$ cat src/rtl/uc1611_pkg.sv
// uc1611_pkg: shared FSM states, timing defaults and UC1611 command bytes
package uc1611_pkg;
  typedef enum logic [2:0] {RST_LOW, RST_WAIT, IDLE, SETUP, STROBE, HOLD} state_t;
  localparam int DEPTH_DEF = 16;
  localparam int T_SETUP_DEF = 1;
  localparam int T_PULSE_DEF = 2;
  localparam int T_HOLD_DEF = 1;
  localparam int T_RST_LOW_DEF = 1024;
  localparam int T_RST_WAIT_DEF = 4096;
  localparam logic [7:0] CMD_SYS_RESET = 8'hE2;
  localparam logic [7:0] CMD_MAPPING = 8'hC6;
  localparam logic [7:0] CMD_NOP = 8'hE3;
endpackage

$ cat src/rtl/uc1611_bus_if.sv
// uc1611_bus_if: single-cycle byte write port from the formatter to the bus stage
interface uc1611_bus_if;
  logic [7:0] data;
  logic cd;
  logic write;
  modport master (output data, cd, write);
  modport slave (input data, cd, write);
endinterface

$ cat src/rtl/uc1611_fifo.sv
// uc1611_fifo: synchronous FIFO with flush; one extra pointer bit separates full from empty
module uc1611_fifo #(
  parameter int DEPTH = 16,
  parameter int W = 9
) (
  input  logic clk,
  input  logic reset_n,
  input  logic push,
  input  logic pop,
  input  logic flush,
  input  logic [W-1:0] din,
  output logic [W-1:0] dout,
  output logic full,
  output logic empty
);
  localparam int AW = $clog2(DEPTH);
  typedef logic [AW:0] ptr_t;
  ptr_t wp, rp;
  logic [W-1:0] mem [DEPTH];
  logic wr_en;
  assign full = (wp[AW] != rp[AW]) && (wp[AW-1:0] == rp[AW-1:0]);
  assign empty = wp == rp;
  assign wr_en = push && (!full || pop) && !flush;
  assign dout = mem[rp[AW-1:0]];
  // pointer update; a flush discards any same-cycle push or pop
  always_ff @(posedge clk or negedge reset_n)
    if (!reset_n) begin
      wp <= '0;
      rp <= '0;
    end else if (flush) begin
      wp <= '0;
      rp <= '0;
    end else begin
      wp <= wp + ptr_t'(wr_en);
      rp <= rp + ptr_t'(pop && !empty);
    end
  // storage needs no reset: only slots behind the write pointer are ever read
  always_ff @(posedge clk)
    if (wr_en) mem[wp[AW-1:0]] <= din;
endmodule

$ cat src/rtl/uc1611_bus.sv
// uc1611_bus: buffers formatter writes and replays them on the 8080 bus after panel reset
module uc1611_bus import uc1611_pkg::*; #(
  parameter int DEPTH = DEPTH_DEF,
  parameter int T_SETUP = T_SETUP_DEF,
  parameter int T_PULSE = T_PULSE_DEF,
  parameter int T_HOLD = T_HOLD_DEF,
  parameter int T_RST_LOW = T_RST_LOW_DEF,
  parameter int T_RST_WAIT = T_RST_WAIT_DEF
) (
  input  logic clk,
  input  logic reset_n,
  uc1611_bus_if.slave fmt,
  input  logic hw_reset_req,
  input  logic ovf_clr,
  output logic ready,
  output logic overflow,
  output logic [7:0] lcd_d,
  output logic lcd_cd,
  output logic lcd_wr_n,
  output logic lcd_rd_n,
  output logic lcd_cs_n,
  output logic lcd_rst_n
);
  state_t state, state_n;
  logic [31:0] cnt, cnt_n, lim;
  logic last, pop, full, empty;
  logic [8:0] head;
  logic [7:0] nx_d;
  logic nx_cd, nx_wr, nx_cs, nx_rst, nx_ready, nx_ovf;
  uc1611_fifo #(.DEPTH(DEPTH), .W(9)) u_fifo (
    .clk(clk),
    .reset_n(reset_n),
    .push(fmt.write),
    .pop(pop),
    .flush(hw_reset_req),
    .din({fmt.cd, fmt.data}),
    .dout(head),
    .full(full),
    .empty(empty)
  );
  assign lcd_rd_n = 1'b1;
  assign lim = state == RST_LOW ? 32'(T_RST_LOW) : state == RST_WAIT ? 32'(T_RST_WAIT) :
               state == SETUP ? 32'(T_SETUP) : state == STROBE ? 32'(T_PULSE) : 32'(T_HOLD);
  assign last = cnt == lim - 32'd1;
  // next state and next registered bus outputs; IDLE and HOLD-end share the pop decision
  always_comb begin
    state_n = state;
    cnt_n = last ? '0 : cnt + 32'd1;
    pop = 1'b0;
    nx_d = lcd_d;
    nx_cd = lcd_cd;
    nx_wr = lcd_wr_n;
    nx_cs = lcd_cs_n;
    nx_rst = lcd_rst_n;
    nx_ready = ready;
    if (hw_reset_req) begin
      state_n = RST_LOW;
      cnt_n = '0;
      nx_rst = 1'b0;
      nx_wr = 1'b1;
      nx_cs = 1'b1;
      nx_ready = 1'b0;
    end else begin
      case (state)
        RST_LOW: if (last) begin
          state_n = RST_WAIT;
          nx_rst = 1'b1;
        end
        RST_WAIT: if (last) begin
          state_n = IDLE;
          nx_ready = 1'b1;
        end
        SETUP: if (last) begin
          state_n = STROBE;
          nx_wr = 1'b0;
        end
        STROBE: if (last) begin
          state_n = HOLD;
          nx_wr = 1'b1;
        end
        IDLE, HOLD: if (state == IDLE || last) begin
          cnt_n = '0;
          if (!empty) begin
            pop = 1'b1;
            {nx_cd, nx_d} = head;
            nx_cs = 1'b0;
            state_n = SETUP;
          end else begin
            nx_cs = 1'b1;
            state_n = IDLE;
          end
        end
      endcase
    end
    nx_ovf = (fmt.write && full && !pop && !hw_reset_req) || (overflow && !ovf_clr);
  end
  // state, counter and every bus output registered; reset drops WR and CS asynchronously
  always_ff @(posedge clk or negedge reset_n)
    if (!reset_n) begin
      state <= RST_LOW;
      cnt <= '0;
      lcd_d <= '0;
      lcd_cd <= 1'b0;
      lcd_wr_n <= 1'b1;
      lcd_cs_n <= 1'b1;
      lcd_rst_n <= 1'b0;
      ready <= 1'b0;
      overflow <= 1'b0;
    end else begin
      state <= state_n;
      cnt <= cnt_n;
      lcd_d <= nx_d;
      lcd_cd <= nx_cd;
      lcd_wr_n <= nx_wr;
      lcd_cs_n <= nx_cs;
      lcd_rst_n <= nx_rst;
      ready <= nx_ready;
      overflow <= nx_ovf;
    end
endmodule
$ cat src/flat_wrapper.sv
// flat-port wrapper written by rule: the top's interface ports become plain ports
module uc1611_bus_flat import uc1611_pkg::*;
#(
  parameter int DEPTH = DEPTH_DEF,
  parameter int T_SETUP = T_SETUP_DEF,
  parameter int T_PULSE = T_PULSE_DEF,
  parameter int T_HOLD = T_HOLD_DEF,
  parameter int T_RST_LOW = T_RST_LOW_DEF,
  parameter int T_RST_WAIT = T_RST_WAIT_DEF
)
  (clk, reset_n, hw_reset_req, ovf_clr, ready, overflow, lcd_d, lcd_cd, lcd_wr_n, lcd_rd_n, lcd_cs_n, lcd_rst_n, fmt_data, fmt_cd, fmt_write);
  uc1611_bus_if fmt_i ();
  input  logic clk;
  input  logic reset_n;
  input  logic hw_reset_req;
  input  logic ovf_clr;
  output logic ready;
  output logic overflow;
  output logic [7:0] lcd_d;
  output logic lcd_cd;
  output logic lcd_wr_n;
  output logic lcd_rd_n;
  output logic lcd_cs_n;
  output logic lcd_rst_n;
  input wire logic [$bits(fmt_i.data)-1:0] fmt_data;
  input wire logic [$bits(fmt_i.cd)-1:0] fmt_cd;
  input wire logic [$bits(fmt_i.write)-1:0] fmt_write;
  assign fmt_i.data = fmt_data;
  assign fmt_i.cd = fmt_cd;
  assign fmt_i.write = fmt_write;
  uc1611_bus #(.DEPTH(DEPTH), .T_SETUP(T_SETUP), .T_PULSE(T_PULSE), .T_HOLD(T_HOLD), .T_RST_LOW(T_RST_LOW), .T_RST_WAIT(T_RST_WAIT)) u_core (.clk(clk), .reset_n(reset_n), .fmt(fmt_i), .hw_reset_req(hw_reset_req), .ovf_clr(ovf_clr), .ready(ready), .overflow(overflow), .lcd_d(lcd_d), .lcd_cd(lcd_cd), .lcd_wr_n(lcd_wr_n), .lcd_rd_n(lcd_rd_n), .lcd_cs_n(lcd_cs_n), .lcd_rst_n(lcd_rst_n));
endmodule
$ cat config.mk
export PLATFORM = sky130hd
export DESIGN_NAME = uc1611_bus_flat
export DESIGN_NICKNAME = d
export VERILOG_FILES = /design/src/rtl/uc1611_pkg.sv /design/src/rtl/uc1611_bus_if.sv /design/src/rtl/uc1611_fifo.sv /design/src/rtl/uc1611_bus.sv /design/src/flat_wrapper.sv
export SDC_FILE = /design/constraint.sdc
export NUM_CORES = 1
export LEC_CHECK = 0
export CORE_MARGIN = 5
export CORE_UTILIZATION = 35
export DETAILED_ROUTE_END_ITERATION = 6
export SKIP_CTS_REPAIR_TIMING = 1
export SLEW_MARGIN = 20
export SYNTH_ARGS = -nofsm -noshare
export SYNTH_HDL_FRONTEND = slang
export SYNTH_HIERARCHICAL = 1
export SYNTH_SLANG_ARGS = --single-unit
$ cat constraint.sdc
create_clock -name clk -period 10.4 [get_ports clk]
set_clock_uncertainty 0.1 [all_clocks]
set_input_delay 1.56 -clock clk [delete_from_list [all_inputs] [get_ports clk]]
set_output_delay 1.56 -clock clk [all_outputs]
set_load 0.05 [all_outputs]
Word level (Yosys, flattened, before mapping)
Memory sizes are Yosys's and may differ from the RTL's. A register that Yosys moved wholly into a read port is not among the register bits.
Cells that the tools add are included.
{"block": "totals", "regBits": 50, "output_inout_bits": 15, "n_memories": 1, "ram_bits": 144, "input_bits": 14}
{"block": "op_classes", "n_mux": 36, "add_sub_neg": 4, "eq_ne": 14, "n_reduce_logical": 32, "bitwise": 2}
{"memory": "u_core.u_fifo.mem", "depth": 16, "word_bits": 9, "read_ports": 1, "rd_ports_with_merged_regs": 1, "wr": 1, "line_no": "uc1611_fifo.sv:19", "source": "logic [W-1:0] mem [DEPTH];"}
{"operator": "two-way mux 32 bit", "count": 7}
{"operator": "adder 32 x 1 -> 32 bit (second input constant)", "count": 1}
{"operator": "== test 32 bit", "count": 1}
{"operator": "subtractor 32 x 1 -> 32 bit (second input constant)", "count": 1}
{"operator": "two-way mux 1 bit", "count": 18}
{"operator": "two-way mux 3 bit", "count": 6}
{"operator": "inequality test 3 x 2 -> 1 bit (second input constant)", "count": 5}
{"operator": "one-hot mux 3 bit (5 select lines)", "count": 1}
{"operator": "adder 5 x 1 -> 5 bit", "count": 2}
{"operator": "two-way mux 5 bit", "count": 2}
{"operator": "nonzero test 2 bit", "count": 5}
{"operator": "logical AND 1 bit", "count": 8}
{"operator": "== test 3 x 2 -> 1 bit (second input constant)", "count": 2}
{"operator": "== test 3 bit (second input constant)", "count": 2}
{"operator": "zero test 1 bit", "count": 6}
{"operator": "AND reduction 2 bit", "count": 3}
{"operator": "AND reduction 6 bit", "count": 1}
{"operator": "nonzero test 6 bit", "count": 1}
{"operator": "== test 5 bit", "count": 1}
{"operator": "== test 4 bit", "count": 1}
{"operator": "AND reduction 4 bit", "count": 1}
{"operator": "== test 3 x 1 -> 1 bit (second input constant)", "count": 1}
{"operator": "zero test 3 bit", "count": 1}
{"operator": "logical OR 1 bit", "count": 3}
{"operator": "other kinds (7)", "count": 8}

Longest topological paths before layout
Gate-level depths: netlist of the first run.
{"block": "depth", "depth_word": 16, "depth_mapped": 17, "depth_no_buf": 15}

By module
The synthesis of the first run kept the hierarchy.
{"module": "uc1611_fifo", "cells_each": 336, "area_per_inst_um2": 6272.3, "n_inst": 1}
{"module": "uc1611_bus", "cells_each": 259, "area_per_inst_um2": 2555.0, "n_inst": 1}

Least setup slack after synthesis of the first run
OpenSTA, ideal clock, no wires.
{"block": "synth_path", "path_kind": "flip-flop to flip-flop", "from": "register u_core.state[0]", "to": "memory u_core.u_fifo.mem[11][0] (enable)", "setup_time_ps": 399, "path_slack_ps": 6307, "t_required_ps": 9901, "arrival_time_ps": 3594, "n_path_buf": 2, "path_stages_with_launch": 12, "cell_sequence": "dfrtp_1 -> nor3b_1 -> inv_1 -> ha_1 -> or3_2 -> a211oi_2 -> o2111ai_1 -> a211oi_2 -> buf_6 -> o311ai_4 -> buf_6 -> nor4_1"}
{"block": "synth_between", "elab_chain_cells": 16}
{"item": "start: declaration", "line_no": "uc1611_bus.sv:24", "source": "state_t state, state_n;"}
{"item": "start signal: assignment", "line_no": "uc1611_bus.sv:110", "source": "state <= state_n;"}
{"item": "== test 3 bit", "line_no": "uc1611_bus.sv:43", "source": "state == SETUP ? 32'(T_SETUP) : state == STROBE ? 32'(T_PULSE) : 32'(T_HOLD);"}
{"item": "two-way mux 2 bit", "line_no": "uc1611_bus.sv:43"}
{"item": "two-way mux 32 bit", "line_no": "uc1611_bus.sv:43"}
{"item": "two-way mux 32 bit (2 in a row)", "line_no": "uc1611_bus.sv:42", "source": "assign lim = state == RST_LOW ? 32'(T_RST_LOW) : state == RST_WAIT ? 32'(T_RST_WAIT) :"}
{"item": "subtractor 32 x 1 -> 32 bit", "line_no": "uc1611_bus.sv:44", "source": "assign last = cnt == lim - 32'd1;"}
{"item": "== test 32 bit", "line_no": "uc1611_bus.sv:44"}
{"item": "logical OR 1 bit", "line_no": "uc1611_bus.sv:81", "source": "IDLE, HOLD: if (state == IDLE || last) begin"}
{"item": "two-way mux 1 bit", "line_no": "uc1611_bus.sv:81"}
{"item": "two-way mux 1 bit *", "line_no": "uc1611_bus.sv:64", "source": "case (state)"}
{"item": "two-way mux 1 bit *", "line_no": "uc1611_bus.sv:56", "source": "if (hw_reset_req) begin"}
{"item": "via u_core.pop", "line_no": "uc1611_bus.sv:26", "source": "logic last, pop, full, empty;"}
{"item": "logical OR 1 bit *", "line_no": "uc1611_fifo.sv:23", "source": "assign wr_en = push && (!full || pop) && !flush;"}
{"item": "logical AND 1 bit * (2 in a row)", "line_no": "uc1611_fifo.sv:23"}
{"item": "two-way mux 1 bit *", "line_no": "uc1611_fifo.sv:39", "source": "if (wr_en) mem[wp[AW-1:0]] <= din;"}
{"item": "two-way mux 1 bit (implied by the code) *", "line_no": "uc1611_fifo.sv:39"}
{"item": "end: declaration", "line_no": "uc1611_fifo.sv:19"}
Mark *: on every way through the listed nets, which the timed path passes. The rest lies on a longest branch.

Worst setup path in the final report of the first run
{"block": "layout_path", "from": "register u_core.state[2]", "to": "memory u_core.u_fifo.mem[3][7] (enable)"}
{"block": "layout_between", "elab_chain_cells": 16}
{"item": "== test 3 bit", "line_no": "uc1611_bus.sv:43"}
{"item": "two-way mux 2 bit", "line_no": "uc1611_bus.sv:43"}
{"item": "two-way mux 32 bit", "line_no": "uc1611_bus.sv:43"}
{"item": "two-way mux 32 bit (2 in a row)", "line_no": "uc1611_bus.sv:42"}
{"item": "subtractor 32 x 1 -> 32 bit", "line_no": "uc1611_bus.sv:44"}
{"item": "== test 32 bit", "line_no": "uc1611_bus.sv:44"}
{"item": "logical OR 1 bit", "line_no": "uc1611_bus.sv:81"}
{"item": "two-way mux 1 bit", "line_no": "uc1611_bus.sv:81"}
{"item": "two-way mux 1 bit *", "line_no": "uc1611_bus.sv:64"}
{"item": "two-way mux 1 bit *", "line_no": "uc1611_bus.sv:56"}
{"item": "logical OR 1 bit *", "line_no": "uc1611_fifo.sv:23"}
{"item": "logical AND 1 bit * (2 in a row)", "line_no": "uc1611_fifo.sv:23"}
{"item": "two-way mux 1 bit *", "line_no": "uc1611_fifo.sv:39"}
{"item": "two-way mux 1 bit (implied by the code) *", "line_no": "uc1611_fifo.sv:39"}
Every way passes the cells marked *; elsewhere a longest branch is shown, timed or not.

==> results of run 1 <==
[cell families (layout without fill, tap and decap cells)]
family	count (synthesis)	in the layout	share of synthesized area, %
muxes	66	66	10.2
DFF	203	203	65.7
other	1	1	0.0425
buffers and inverters	42	80	3.10
adders and majority gates	7	7	0.992
and+or+nand+nor	169	169	9.95
AOI/OAI and AO/OA	63	63	5.47
xor gates and xnor gates	44	44	4.54
[worst max path at each step]
stage / startpoint / to / slack, ns / depth (start not counted)
global route: u_core/state[2]$_DFFE_PN0P_ / u_core/u_fifo/mem[14][2]$_DFFE_PP_ / 5.16 / 10
CTS: u_core/state[2]$_DFFE_PN0P_ / u_core/u_fifo/mem[14][2]$_DFFE_PP_ / 5.48 / 10
global placement: hw_reset_req / u_core/u_fifo/mem[1][0]$_DFFE_PP_ / 5.38 / 5
detailed placement: hw_reset_req / u_core/u_fifo/mem[14][7]$_DFFE_PP_ / 5.17 / 5
finish: u_core/state[2]$_DFFE_PN0P_ / u_core/u_fifo/mem[3][7]$_DFFE_PP_ / 5.49 / 10
floorplan: u_core/state[0]$_DFFE_PN0P_ / u_core/u_fifo/mem[11][0]$_DFFE_PP_ / 6.31 / 11
[layout make-up]
class / instances / area, sq um / share of cell area (%)
inverters: 11 / 41.3 / 0.411
clock buffers: 27 / 612 / 6.08
multi-input cells: 350 / 2840 / 28.3
flip-flops and latches: 203 / 5810 / 57.7
clock inverters: 13 / 62.6 / 0.622
repair buffers: 29 / 280 / 2.79
well taps: 330 / 413 / 4.11
[cell usage in the layout (no fill, tap or decap), drive strengths merged, types with 3 or more instances in the layout]
cell type,instances
xor2,25
nor3,5
nand2b,3
nor2b,10
a21oi,5
edfxtp,144
nor4,19
nand2,32
o21ai,16
buf,3
and3,6
nand4,10
clkdlybuf4s50,26
ha,7
dfrtp,57
inv,9
nand3,9
xnor2,19
clkbuf,27
a221oi,18
clkinv,14
mux2i,39
nor2,52
a22oi,9
and2,7
and4,7
mux2,9
mux4,18
[layer usage]
metal	wire length [um]	global-route usage, %	part of all wire, %	vias up
li1	-	-	-	2305
met1	9510	21.4	47	2616
met2	9010	21.4	45	194
met3	1350	2.71	6.7	26
met4	294	2.72	1.5	0
met5	0	0	0	-
[metrics by stage]
stage	utilization, %	hold WS (ns)	cells
2_1_floorplan	-	0.406	595
3_3_place_gp	37.5	0.394	923
3_5_place_dp	37.5	0.403	923
4_1_cts	40.2	0.420	963
5_1_grt	40.2	0.452	963
6_report	40.2	0.416	963
[worst max-delay path: stages, from the launching register on]
cell and delay, ns:
dfrtp_1 0.53, nor3b_1 0.38, inv_1 0.11, ha_1 0.27, or3_2 0.44, a211oi_2 0.25
o2111ai_1 0.19, a211oi_2 0.90, o311ai_4 0.18, buf_4 0.28, nor4_2 0.87
[sequential cells by signal, indices dropped and copies added, names as in the netlist]
name / flops
u_core/cnt: 32
u_core/u_fifo/mem: 144
u_core/overflow: 1
u_core/lcd_rst_n: 1
u_core/lcd_d: 8
u_core/lcd_cd: 1
u_core/u_fifo/rp: 5
u_core/lcd_cs_n: 1
u_core/lcd_wr_n: 1
u_core/ready: 1
u_core/state: 3
u_core/u_fifo/wp: 5
[power by group]
group / total (W) / leakage [nW] / internal [W] / switching, W
combinational: 0.0000455 / 0.956 / 0.0000125 / 0.0000330
sequential: 0.000879 / 2.11 / 0.000873 / 0.00000529
clock: 0.000717 / 0.337 / 0.000417 / 0.000300
total: 0.00164 / 3.40 / 0.00130 / 0.000338
==> qor.yml, run 1 <==
outcome: "finished, final reports clean"
n_antenna_cell: 0
fin_crit_ns: 4.91
clk_pin_slew_ns: 0.06
coreArea_sq_um: 25000
min-delay-start: "u_core/lcd_rst_n$_DFFE_PN0P_"
grt_pass1_vias: 5162
grt_setup_unrepaired: "false"
dpl_worst_slack_ns: 5.17
port-buffer-count: 27
ys_seq_elements: 203
regToRegStartpoint: "u_core/state[2]$_DFFE_PN0P_"
cts_root_buf: "clkbuf_16"
power_w: 0.00164
start_kind: "flip-flop"
r2r_slack_ns: 5.49
cts_tree: "yes"
track_usage_pct: 14.1
hold-path-endpoint: "u_core/lcd_rst_n$_DFFE_PN0P_"
drtIter0Drc: 530
worst_pin_slew_ns: 1.03
synth_commonest_cells: "144 x edfxtp_1, 57 x dfrtp_1, 52 x nor2_1, 39 x mux2i_1, 32 x nand2_1"
p_per_area_nw_per_um2: 163
ys.warnings.count: 6
fp.dieW_um: 169
remaining_drc_errors: 0
max_slew_margin_pct: 30.8
drtAntennaViolNets: 0
initial_core_util_pct: 35.3
synth_top_area_cell: "edfxtp_1"
setup_slack_ns: 5.49
insertion_delay_ns: 0.50
finalWirelength_um: 20200
synthesis.nets: 616
place_congestion: 0.839
wl_per_cell_um: 20.9
fin_nets: 638
syn_avg_cell_area_sq_um: 14.8
yosysMostFrequentCell: "edfxtp_1"
ys_top_cells_by_area: "edfxtp_1 49%, dfrtp_1 16%, mux4_2 4.6%"
cts_max_level: 1
maxSlewViolCount: 0
critPathMaxFanout: 17
grt_pass1_wl_um: 31200
area_growth_pct: 13.9
postLayoutCellArea_sq_um: 10100
leakagePower_nw: 3.40
setup_viol: 0
irDropWorstVdd_v: 0.0000954
max-cap-violations: 0
whs_path_depth: 2
numCtsBuffers: 22
synth_edf_count: 144
vias_per_cell: 5.34
synth.cell_area_sq_um: 8830
vias: 5141
dieArea_sq_um: 28500
ios: 29
worstSetupPathType: "reg -> reg"
post-route-period-util_pct: 47.2
r2r-end: "u_core/u_fifo/mem[3][7]$_DFFE_PP_"
end_kind: "flip-flop"
cts.sinks: 203
r2r_cells: 10
synth_top_area_share_pct: 49.0
ys_types: 58
hold_violations: 0
fmax_ghz: 0.204
ys_seq_area_share_pct: 65.7
drive_gt1_share_pct: 14.8
rows: 58
min_path_type: "reg -> reg"
die_h_um: 169
dr.pass1.iters: 5
grt-ovfl-total: 0
synth_cells: 595
grt_antenna_before_repair: 0
fillers: 2287
place_area_sq_um: 9380
clock_path_buffers: 3
async_reset_ff_share_pct: 29.1
dp_hpwl_um: 13600
cp.required_ns: 10.41
tns_ns: 0
grt_max_degree: 60
synth_flop_cell: "edfxtp_1"
arrival_ns: 4.92
Power figures use the tool's default switching activity.
==> run 2: changes to the inputs <==
- clock period: 10.4 -> 4.1 ns (I/O delays scaled with it)
==> run 2 against run 1 <==
Net effect:
- fmax increased by 31%
- routed wire length decreased by 6.2%
- sequential power increased to 2.5 times the previous value
- register-to-register slack got worse by 5.1 ns
- flip-flop and latch count unchanged
- largest power group unchanged
- highest routed layer unchanged
==> qor.yml, run 2 (synthesized netlist as in run 1, its figures left out) <==
outcome: "finished, final reports clean"
tns_ns: 0  # unchanged
final_cell_mix: "144 x edfxtp_1, 56 x dfrtp_1, 52 x nor2_1"
numCtsBuffers: 23  # +4.5%
grt_antenna_before_repair: 0  # unchanged
start_kind: "flip-flop"
wl_per_cell_um: 19.0  # -9.2%
fp.dieW_um: 169  # unchanged
finalWirelength_um: 18900  # -6.2%
setup_viol: 0  # unchanged
dr.pass1.iters: 5  # unchanged
dpl_worst_slack_ns: 0.236  # -4.93 ns
cts.sinks: 203  # unchanged
cp_common_cell: "ha_1"
leakagePower_nw: 3.57  # +4.8%
port-buffer-count: 27  # unchanged
max_slew_margin_pct: 25.3  # -5.5 points
n_antenna_cell: 0  # unchanged
ios: 29  # unchanged
p_int_w: 0.00331  # +150%
grt_pass1_wl_um: 30200  # -3.1%
cts_root_buf: "clkbuf_16"
coreArea_sq_um: 25000  # unchanged
rows: 58  # unchanged
die_h_um: 169  # unchanged
arrival_ns: 4.04  # -0.88 ns
track_usage_pct: 13.4  # -0.71 points
cp.required_ns: 4.39  # -6.02 ns
power_frac_comb_pct: 2.8  # about the same
worstSetupPathType: "reg -> reg"
place_congestion: 0.839  # about the same
dp_hpwl_um: 12600  # -7.8%
clock_path_buffers: 3  # unchanged
drtIter0Drc: 432  # -18%
power.share.clock_pct: 44.4  # +0.7 points
insertion_delay_ns: 0.52  # +0.02 ns
grt-ovfl-total: 0  # unchanged
power.switching_w: 0.000899  # +170%
end_kind: "flip-flop"
crit_path_max_incr_delay_ns: 0.97  # +0.07 ns
initial_core_util_pct: 35.3  # unchanged
min_path_type: "reg -> reg"
clk_pin_slew_ns: 0.06  # about the same
drive_gt1_share_pct: 18.0  # +3.2 points
crit_chain: "nor3b_2, inv_1, ha_1, xor2_1, and3_1, o2111ai_1, a211oi_2, o311ai_4, inv_2, ha_1, ha_1, nand3_1, xor2_1, nor2_1"
area_growth_pct: 16.7
vias: 5154  # +0.25%
fmax_ghz: 0.266  # +31%
p_per_area_nw_per_um2: 409  # +150%
max-cap-violations: 0  # unchanged
pwr-share-seq_pct: 52.8  # -0.7 points
remaining_drc_errors: 0  # unchanged
irDropWorstVdd_v: 0.000328  # +240%
slowest_stage: "o311ai_4"
dieArea_sq_um: 28500  # unchanged
vias_per_cell: 5.18  # -3.0%
largest_reg_flops: 144  # unchanged
hold_violations: 0  # unchanged
maxSlewViolCount: 0  # unchanged
setup_slack_ns: 0.345  # -5.14 ns
p_sw_share_pct: 21.4  # +0.75 points
layout_commonest_cell: "edfxtp_1"
fin_crit_ns: 3.75  # -1.16 ns
worst_pin_slew_ns: 1.12  # +0.0879 ns
drtAntennaViolNets: 0  # unchanged
cts_tree: "yes"
critPathMaxFanout: 17  # unchanged
grt_pass1_vias: 5269  # +2.1%
grt_setup_unrepaired: "false"
cts_max_level: 1  # unchanged
grt_max_degree: 56  # -6.7%
post-route-period-util_pct: 91.6  # +44 points
fin_nets: 669  # +4.9%
-- run 2: cell types whose count changed in the layout (fill, tap and decap cells not counted), sizes merged --
| cell | delta |
|---|---|
| inv | +3 |
| clkinv | -6 |
| clkbuf | +5 |
| buf | +29 |
| dlygate4sd3 | +1 |
-- run 2: routing by layer --
metal / up-vias / global-route usage, % / routed length (um)
li1: 2364 / - / -
met1: 2606 / 18.9 / 8550
met2: 150 / 21.2 / 8760
met3: 34 / 2.57 / 1010
met4: 0 / 4.27 / 597
met5: - / 0 / 0
-- run 2: per-stage QoR --
step	power, W	hold WS [ns]	utilization [%]	cell area [sq um]	instances
6_report	0.00421	0.415	41.1	10300	995
5_1_grt	0.00438	0.431	41.1	10300	995
4_1_cts	0.00426	-0.113	41.1	10300	994
3_5_place_dp	0.00238	0.402	38.3	9600	952
3_3_place_gp	0.00238	0.389	38.3	9600	952
2_1_floorplan	0.00231	0.219	-	8830	595
-- run 2: power groups by stage --
stage | sequential (W) | clock [W] | combinational, W
after floorplan | 0.00226 | 0 | 0.0000528
after global placement | 0.00226 | 0 | 0.000115
after detailed placement | 0.00226 | 0 | 0.000120
after CTS | 0.00222 | 0.00192 | 0.000121
after global routing | 0.00222 | 0.00202 | 0.000133
final | 0.00222 | 0.00187 | 0.000119
-- run 2: layout make-up --
cell class / count / area (sq um)
well taps: 330 / 413
fillers: 2250 / 14700
clock buffers: 32 / 609
clock inverters: 10 / 77.6
flip-flops and latches: 203 / 5810
inverters: 11 / 41.3
repair buffers: 59 / 508
multi-input cells: 350 / 2840
-- run 2: worst paths after layout --
kind | depth (start not counted) | slack, ns | to | start
max | 14 | 0.35 | u_core/u_fifo/wp[4]$_DFF_PN0_ | u_core/state[0]$_DFFE_PN0P_
min | 2 | 0.41 | u_core/lcd_rst_n$_DFFE_PN0P_ | u_core/lcd_rst_n$_DFFE_PN0P_
max reg2reg | 14 | 0.35 | u_core/u_fifo/wp[4]$_DFF_PN0_ | u_core/state[0]$_DFFE_PN0P_
min reg2reg | 2 | 0.41 | u_core/lcd_rst_n$_DFFE_PN0P_ | u_core/lcd_rst_n$_DFFE_PN0P_
max in group asynchronous | 3 | 2.54 | u_core/cnt[10]$_DFF_PN0_ | reset_n
min in group asynchronous | 2 | 0.43 | u_core/u_fifo/wp[1]$_DFF_PN0_ | reset_n
-- run 2: worst max-delay path: cells and delay by family (launching register included) --
kind	cells	cell delay (ns)
adder cells (fa/ha/maj)	3	0.72
AND/OR/NAND/NOR	4	0.63
buffers and inverters	2	0.13
AO/OA/AOI/OAI	3	1.35
XOR/XNOR	2	0.32
flip-flops	1	0.39
==> run 3: changes to the inputs <==
- clock period: 4.1 -> 3.17 ns (I/O delays scaled with it)
==> run 3 against run 2 <==
Net effect:
- via count increased by 2.0%
- first-iteration DRC count shrank 17%
- worst setup slack worse by 0.49 ns
- non-clock buffer count increased by 29
- fmax increased by 13%
- the flow now finishes with violations (negative hold slack, negative setup slack)
- register-to-register slack lost 0.49 ns
- sequential share of layout area down 3.5 points
==> qor.yml, run 3 (synthesized netlist as in run 1, its figures left out) <==
outcome: "finished with violations"
violations: "negative hold slack, negative setup slack"
power.share.clock_pct: 47.5  # +3.1 points
irDropWorstVdd_v: 0.000474  # +44%
postLayoutCellArea_sq_um: 11000  # +6.6%
drive_gt1_share_pct: 25.1  # +7.1 points
end_kind: "flip-flop"
worstSetupPathType: "reg -> reg"
numCtsBuffers: 23  # unchanged
cts_root_buf: "clkbuf_16"
p_int_w: 0.00463  # +40%
crit_path_max_incr_delay_ns: 0.41  # -0.56 ns
clk_pin_slew_ns: 0.06  # about the same
port-buffer-count: 27  # unchanged
grt_pass1_wl_um: 31200  # +3.1%
initial_core_util_pct: 35.3  # unchanged
rows: 58  # unchanged
insertion_delay_ns: 0.50  # -0.02 ns
grt-ovfl-total: 0  # unchanged
track_usage_pct: 13.8  # +0.37 points
pwr-share-seq_pct: 49.3  # -3.5 points
wl_per_cell_um: 19.6  # +2.9%
grt_antenna_before_repair: 0  # unchanged
fmax_ghz: 0.302  # +13%
hold_violations: 6  # +6
power_w: 0.00582  # +38%
fin_crit_ns: 3.31  # -0.440 ns
drtIter0Drc: 360  # -17%
fp.dieW_um: 169  # unchanged
n_antenna_cell: 0  # unchanged
arrival_ns: 3.42  # -0.62 ns
dieArea_sq_um: 28500  # unchanged
dp_cells: 969  # +1.8%
cp_top_family: "simple AND/OR/NAND/NOR gates"
ios: 29  # unchanged
vias: 5258  # +2.0%
p_sw_share_pct: 20.6  # -0.81 points
area_growth_pct: 24.4
place_area_sq_um: 9960  # +3.7%
max_slew_margin_pct: 33.5  # +8.2 points
cts_tree: "yes"
critPathMaxFanout: 16  # -1
power_frac_comb_pct: 3.2  # +0.4 points
clock_path_buffers: 3  # unchanged
finalWirelength_um: 20000  # +5.8%
p_per_area_nw_per_um2: 530  # +30%
worst_pin_slew_ns: 0.997  # -0.121 ns
maxSlewViolCount: 0  # unchanged
grt_setup_unrepaired: "true"
dr.pass1.iters: 5  # unchanged
setup_viol: 149  # +149
layout_commonest_cell: "edfxtp_1"
start_kind: "flip-flop"
crit_chain: "nor3b_4, inv_2, ha_4, xor2_1, o2111ai_1, nor3_2, o2111ai_2, a211oi_2, buf_4, o311ai_4, buf_12, nor4_4, buf_6"
min_path_type: "in -> async"
die_h_um: 169  # unchanged
grt_pass1_vias: 5384  # +2.2%
final_cell_mix: "144 x edfxtp_1, 55 x dfrtp_1, 52 x nor2_1"
fin_cells: 1023  # +2.8%
remaining_drc_errors: 0  # unchanged
dp_hpwl_um: 13100  # +4.7%
drtAntennaViolNets: 0  # unchanged
largest_reg_flops: 144  # unchanged
grt_max_degree: 56  # unchanged
path_buf_inv: 4  # +2
slowest_stage: "dfrtp_1"
place_congestion: 0.764  # -9.0%
power.switching_w: 0.00120  # +33%
cts_max_level: 1  # unchanged
coreArea_sq_um: 25000  # unchanged
cts.sinks: 203  # unchanged
fin_nets: 698  # +4.3%
vias_per_cell: 5.14  # -0.77%
setup_slack_ns: -0.145  # -0.490 ns
fillers: 2195  # -2.4%
holdWs_ns: -0.00503  # -0.420 ns
leakagePower_nw: 3.83  # +7.3%
cp.required_ns: 3.28  # -1.11 ns
max-cap-violations: 0  # unchanged
post-route-period-util_pct: 105  # +13 points
run 3: changes by cell type in the layout (fill, tap and decap cells not counted), sizes merged:
cell	delta
clkinvlp	+3
buf	+30
inv	-2
bufinv	+4
dlygate4sd3	-1
clkbuf	-6
run 3: path summary, 6_finish.rpt:
kind / from / endpoint / slack [ns] / cells after the start
min in group clk: u_core/lcd_rst_n$_DFFE_PN0P_ / u_core/lcd_rst_n$_DFFE_PN0P_ / 0.40 / 2
worst max-delay path: u_core/state[0]$_DFFE_PN0P_ / u_core/u_fifo/mem[13][0]$_DFFE_PP_ / -0.14 / 13
worst min register to register: u_core/lcd_rst_n$_DFFE_PN0P_ / u_core/lcd_rst_n$_DFFE_PN0P_ / 0.40 / 2
worst max register to register: u_core/state[0]$_DFFE_PN0P_ / u_core/u_fifo/mem[13][0]$_DFFE_PP_ / -0.14 / 13
worst min-delay path: reset_n / u_core/lcd_d[4]$_DFFE_PN0P_ / -0.005 / 1
max in group asynchronous: reset_n / u_core/lcd_wr_n$_DFFE_PN1P_ / 2.20 / 2
run 3: final cells by class:
type	instances	area (sq um)	area share, %
Sequential cell	203	5810	52.9
Inverter	11	43.8	0.399
Clock buffer	26	607	5.53
Timing Repair Buffer	88	805	7.33
Multi-Input combinational cell	350	3110	28.4
Tap cell	330	413	3.76
Clock inverter	15	190	1.73
run 3: power by group through the flow:
stage / Sequential, W / Combinational [W] / Clock, W
global placement: 0.00293 / 0.000175 / 0
global route: 0.00287 / 0.000201 / 0.00295
CTS: 0.00287 / 0.000181 / 0.00283
finish: 0.00287 / 0.000184 / 0.00277
floorplan: 0.00292 / 0.0000880 / 0
detailed placement: 0.00293 / 0.000181 / 0
run 3: metal layers:
| layer | up-vias | GRT usage [%] | wire length, um |
|---|---|---|---|
| met5 | - | 0 | 0 |
| met4 | 0 | 3.88 | 421 |
| met3 | 38 | 2.08 | 768 |
| met2 | 114 | 23.9 | 10200 |
| met1 | 2678 | 18.1 | 8580 |
| li1 | 2428 | - | - |
run 3: worst register-to-register path: cells and delay by family (launching register included):
kind,cells,cell delay [ns]
and+or+nand+nor,3,0.75
AOI/OAI and AO/OA,4,0.69
buffers and inverters,4,0.66
DFF,1,0.41
adders and majority gates,1,0.27
xor gates and xnor gates,1,0.14
run 3: per-stage QoR:
| step | TNS [ns] | util [%] | setup WS [ns] | hold slack (ns) |
|---|---|---|---|---|
| after floorplan | -26.00 | - | -0.327 | 0.0799 |
| after global placement | -7.81 | 39.8 | -0.102 | 0.381 |
| after detailed placement | -10.06 | 39.8 | -0.117 | 0.391 |
| after CTS | -14.41 | 42.9 | -0.168 | 0.0409 |
| after global routing | -39.89 | 43.9 | -0.325 | 0.0640 |
| final | -11.74 | 43.9 | -0.145 | -0.00503 |
